[src/rtl/jtpang_bank_resp.sv]
// Four-bank read responder: arbitrates ba_rd requests onto one single-port, variable-latency word memory.
// Define JTPANG_BANK_RR_EN for round-robin arbitration; otherwise fixed priority, bank 0 highest.
module jtpang_bank_resp #(
    parameter int AW    = 22,
    parameter int BURST = 2
) (
    input  logic          clk,
    input  logic          rst_n,
    input  logic [AW-1:0] ba0_addr,
    input  logic [AW-1:0] ba1_addr,
    input  logic [AW-1:0] ba2_addr,
    input  logic [AW-1:0] ba3_addr,
    input  logic [3:0]    ba_rd,
    output logic [3:0]    ba_ack,
    output logic [3:0]    ba_dst,
    output logic [3:0]    ba_dok,
    output logic [3:0]    ba_rdy,
    output logic [15:0]   data_read,
    output logic [AW-1:0] mem_addr,
    output logic          mem_rd,
    input  logic          mem_valid,
    input  logic [15:0]   mem_din,
    output logic [1:0]    dbg_state_o
);

    typedef enum logic [1:0] {
        IDLE = 2'd0,
        REQ  = 2'd1,
        DATA = 2'd2
    } state_t;

    localparam logic [1:0] LAST_BEAT = 2'(BURST - 1);

    state_t        state_q;
    logic [1:0]    win_q;
    logic [1:0]    beat_q;
    logic [3:0]    ack_q, dst_q, dok_q, rdy_q;
    logic [15:0]   data_q;
    logic [AW-1:0] addr_q;
    logic          rd_q;

    logic [1:0]    win_d;
    logic [AW-1:0] win_addr_d;
    logic [3:0]    win_oh;
    logic          grant;

    assign grant  = (state_q == IDLE) && (|ba_rd);
    assign win_oh = 4'b0001 << win_q;

`ifdef JTPANG_BANK_RR_EN
    // ptr_q is the first bank examined on the next arbitration.
    logic [1:0] ptr_q;

    always_comb begin
        win_d = ptr_q;
        for (int i = 3; i >= 0; i--) begin
            if (ba_rd[ptr_q + 2'(i)]) win_d = ptr_q + 2'(i);
        end
    end

    always_ff @(posedge clk or negedge rst_n) begin
        if (!rst_n) begin
            ptr_q <= 2'd0;
        end else if (grant) begin
            ptr_q <= win_d + 2'd1;
        end
    end
`else
    always_comb begin
        win_d = 2'd0;
        for (int i = 3; i >= 0; i--) begin
            if (ba_rd[i]) win_d = 2'(i);
        end
    end
`endif

    always_comb begin
        case (win_d)
            2'd0:    win_addr_d = ba0_addr;
            2'd1:    win_addr_d = ba1_addr;
            2'd2:    win_addr_d = ba2_addr;
            default: win_addr_d = ba3_addr;
        endcase
    end

    always_ff @(posedge clk or negedge rst_n) begin
        if (!rst_n) begin
            state_q <= IDLE;
            win_q   <= 2'd0;
            beat_q  <= 2'd0;
            ack_q   <= 4'd0;
            dst_q   <= 4'd0;
            dok_q   <= 4'd0;
            rdy_q   <= 4'd0;
            data_q  <= 16'd0;
            addr_q  <= '0;
            rd_q    <= 1'b0;
        end else begin
            ack_q <= 4'd0;
            dst_q <= 4'd0;
            dok_q <= 4'd0;
            rdy_q <= 4'd0;
            case (state_q)
                IDLE: begin
                    if (grant) begin
                        win_q   <= win_d;
                        addr_q  <= win_addr_d;
                        beat_q  <= 2'd0;
                        ack_q   <= 4'b0001 << win_d;
                        rd_q    <= 1'b1;
                        state_q <= REQ;
                    end
                end
                REQ: begin
                    if (mem_valid) begin
                        data_q  <= mem_din;
                        rd_q    <= 1'b0;
                        dok_q   <= win_oh;
                        dst_q   <= (beat_q == 2'd0)      ? win_oh : 4'd0;
                        rdy_q   <= (beat_q == LAST_BEAT) ? win_oh : 4'd0;
                        state_q <= DATA;
                    end
                end
                DATA: begin
                    // The word is already on data_read; decide whether another beat follows.
                    if (beat_q != LAST_BEAT) begin
                        beat_q  <= beat_q + 2'd1;
                        addr_q  <= addr_q + AW'(1);
                        rd_q    <= 1'b1;
                        state_q <= REQ;
                    end else begin
                        state_q <= IDLE;
                    end
                end
                default: state_q <= IDLE;
            endcase
        end
    end

    assign ba_ack      = ack_q;
    assign ba_dst      = dst_q;
    assign ba_dok      = dok_q;
    assign ba_rdy      = rdy_q;
    assign data_read   = data_q;
    assign mem_addr    = addr_q;
    assign mem_rd      = rd_q;
    assign dbg_state_o = state_q;

endmodule

[config.mk]
export PLATFORM = sky130hd
export DESIGN_NAME = jtpang_bank_resp
export DESIGN_NICKNAME = d
export VERILOG_FILES = /design/src/rtl/jtpang_bank_resp.sv
export SDC_FILE = /design/constraint.sdc
export NUM_CORES = 1
export LEC_CHECK = 0
export ABC_AREA = 1
export CORE_MARGIN = 5
export CORE_UTILIZATION = 23
export CTS_CLUSTER_SIZE = 30
export DETAILED_ROUTE_END_ITERATION = 12
export HOLD_SLACK_MARGIN = 0.03
export PLACE_DENSITY = 0.52
export SLEW_MARGIN = 20
export SYNTH_ARGS = -nofsm -noshare
export SYNTH_HDL_FRONTEND = slang
export SYNTH_SLANG_ARGS = --single-unit
[constraint.sdc]
create_clock -name clk -period 4.45 [get_ports clk]
set_clock_uncertainty 0.2 [all_clocks]
set_input_delay 0.89 -clock clk [delete_from_list [all_inputs] [get_ports clk]]
set_output_delay 0.89 -clock clk [all_outputs]
set_load 0.01 [all_outputs]
==> reports/qor.yml <==
routing:
  via_count: 4234
  postRouteWirelength_mm: 15.2
  postRouteAntennaNets: 0
  avgRoutedWirePerCell_um: 15.8
  drtIter0Drc: 286
  first_pass_iters: 4
  post_drt_via_cell_ratio: 4.41
  drc_errors: 0
worst_setup_path:
  cpPeakStageDelay_ps: 580
  endpoint_kind: "flop"
  r2r_start: "mem_addr[0]"
  path_max_fanout: 25
  reg2reg_slack_ps: 2380
  r2r_cells: 10
  r2r_end: "mem_addr[10]"
  cp_cell_sequence: "clkdlybuf4s50_1 > buf_4 > nor2_1 > nand2_1 > inv_1 > nor2_1 > nand2_1 > a21oi_1 > a21oi_1"
  critPathRequiredTime_ps: 4470
  crit_type: "primary input to flop"
  start_kind: "primary input"
  path_delay_family: "simple AND/OR/NAND/NOR gates"
  path_buf_inv: 3
  arrival_ps: 3060
  cp_slowest_cell: "nand2_1"
clocking:
  holdBufCountCts: 0
  clkSinkCount: 61
  cts_resized: 0
  cts_buffers: 9
  clk_latency_ps: 330
  post_cts_buffers: 0
  clockBufferDepth: 2
  cts_tree: "built"
  clkTransAtPathRegs_ps: 60
  htreeDepth: 3
  cts_root_buffer: "clkbuf_16"
finish:
  fill_cells: 1727
  multi_input_area_mm2: 0.00196
  post-route-util_pct: 36.3
  ff_latch_area_mm2: 0.00153
  fin_nets: 849
  post_route_cells_drive_above_1_share_pct: 6.49
  area_growth_pct: 55.6
  n_antenna_cell: 0
die:
  io_pins: 168
  fp.dieH_um: 140
  rows: 47
  die_w_um: 140
  initial_core_util_pct: 23.3
  core-area_mm2: 0.0165
  die_area_mm2: 0.0195
yosys:
  synth_flop_cell: "dfrtp_1"
  synthCells: 576
  ys_ff_latch: 61
  synth_nets: 690
  synth_edf_count: 0
  async_flop_share_pct: 100
  netlist_area_mm2: 0.00386
  yosysTopAreaCellShare_pct: 39.6
  synth_area_leaders: "dfrtp_1 40%, nand2_1 18%, nand3_1 7.5%"
  synth_cell_types: 34
  synth_warnings: 0
  yosysSeqAreaShare_pct: 39.6
  synth.largest_area_cell: "dfrtp_1"
  synth_area_per_cell_um2: 6.70
sta:
  setup_viol: 0
  tightest_slew_ps: 770
  rsz0062_at_grt: "false"
  period_share_pct: 68.3
  slew_viol_final: 0
  relSlewSlack_pct: 48.6
  hold_ws_ps: 273
  hold_violations: 0
  fin_setup_tns_ps: 0
  max_freq_mhz: 329
  fin_crit_ps: 3040
grt:
  grt_use_total_pct: 15.4
  grt_pass1_vias: 4110
  met2_usage_pct: 23.7
  grt_max_degree: 34
  grt_overflow: 0
  grtUsageMet1_pct: 21.2
  grt_pass1_wl_mm: 23.6
  use_met3_pct: 3.91
  antenna_found_initial: 0
  top_usage_layer: "met2"
place:
  dp.final_hpwl_mm: 12.0
  numPortBuffers: 167
  place_congestion: 0.877
outcome:
  outcome: "finished, final reports clean"
min_path:
  min_from: "data_read[5]"
  holdPathStages: 2
  worstHoldPathType: "flop to flop"
  holdPathEnd: "data_read[5]"
job:
  maxCapViolCount: 0
power_and_ir_drop:
  vdd_drop_max_mv: 0.171
  fin_total_pwr_uw: 3290
  p_sw_uw: 1380
  combPwrFrac_pct: 46.6
  p_int_uw: 1910
  leakage_uw: 0.00267
  switching_share_pct: 41.9
  powerDensity_mw_per_mm2: 548
  p_clk_share_pct: 22.3
  p_seq_share_pct: 31.1
==> power by group through the flow <==
stage	clock network [uW]	logic [uW]	registers, uW
floorplan	0	770	1040
global route	771	1700	1060
global placement	0	1560	1030
CTS	749	1560	1020
detailed placement	0	1550	1030
finish	734	1530	1020
==> registers in the layout, indices dropped and copies added (netlist names) <==
| register | flops |
|---|---|
| mem_addr | 22 |
| dbg_state_o | 2 |
| ba_dok | 4 |
| ba_ack | 4 |
| win_q | 2 |
| beat_q | 2 |
| mem_rd | 1 |
| data_read | 16 |
| ba_rdy | 4 |
| ba_dst | 4 |
==> how the worst max path moves through the flow <==
stage / start / end / slack, ps / depth (start not counted)
2_1_floorplan: ba_rd[2] / mem_addr[5] / 2330 / 11
3_3_place_gp: ba_rd[2] / mem_addr[21] / 1070 / 9
6_report: ba_rd[2] / mem_addr[21] / 1410 / 9
4_1_cts: ba_rd[2] / mem_addr[21] / 1390 / 9
5_1_grt: ba_rd[2] / mem_addr[21] / 1190 / 9
3_5_place_dp: ba_rd[2] / mem_addr[21] / 1050 / 9
==> stage by stage <==
stage / setup slack, ps / instances / cell area, um^2
after floorplan: 2330 / 576 / 3860
after global placement: 1070 / 944 / 5690
after detailed placement: 1050 / 944 / 5690
after CTS: 1390 / 960 / 6000
after global routing: 1190 / 960 / 6000
final: 1410 / 960 / 6000
==> metal layers <==
layer | vias up | wire (um)
li1 | 2157 | -
met1 | 1924 | 6930
met2 | 135 | 6940
met3 | 18 | 1100
met4 | 0 | 230
met5 | - | 0
==> cell usage after synthesis, drive strengths merged (2+ instances only) <==
cell type,number
dfrtp,61
o21bai,3
nor3,8
clkbuf,10
nand3b,2
nand2,187
nand4,3
inv,58
a21oi,25
nand3,58
nor4,4
buf,15
o21ai,54
or2,2
ha,3
nor2,79
==> cell families (layout without fill, tap and decap cells) <==
logic type	after synthesis	in the layout	share of synthesized area (%)
compound gates	84	84	12.1
fa+ha+maj	3	3	0.973
buf+inv	84	248	9.67
flops	61	61	39.6
simple gates	344	344	37.7
==> layout make-up <==
cell class,count,share of cell area (%)
multi-input combinational,431,32.6
timing repair buffer,173,28.5
sequential,61,25.4
tap,220,4.59
clock buffer,9,3.75
inverter,59,3.69
clock inverter,7,1.38
==> worst reg2reg max path, cell delays in order, from the launching register on <==
cell and delay [ps]:
dfrtp_1 450, ha_1 220, nand2_1 80, nor2_1 270, nand2_1 140, nor2_1 190, nor2_1 50, o21ai_0 160
nand2_1 100, nand2_1 60, nand2_1 50
==> cell usage in the layout, fill, tap and decap left out, types with 6 or more instances in the layout <==
cell type / Yosys / final
a21oi_1: 20 / 20
buf_4: 1 / 6
clkbuf_16: 0 / 9
clkdlybuf4s50_1: 0 / 166
dfrtp_1: 61 / 61
inv_1: 52 / 52
inv_2: 6 / 6
nand2_1: 181 / 181
nand3_1: 58 / 58
nor2_1: 74 / 74
nor3_1: 8 / 8
o21ai_0: 49 / 49
Power figures use the tool's default switching activity.
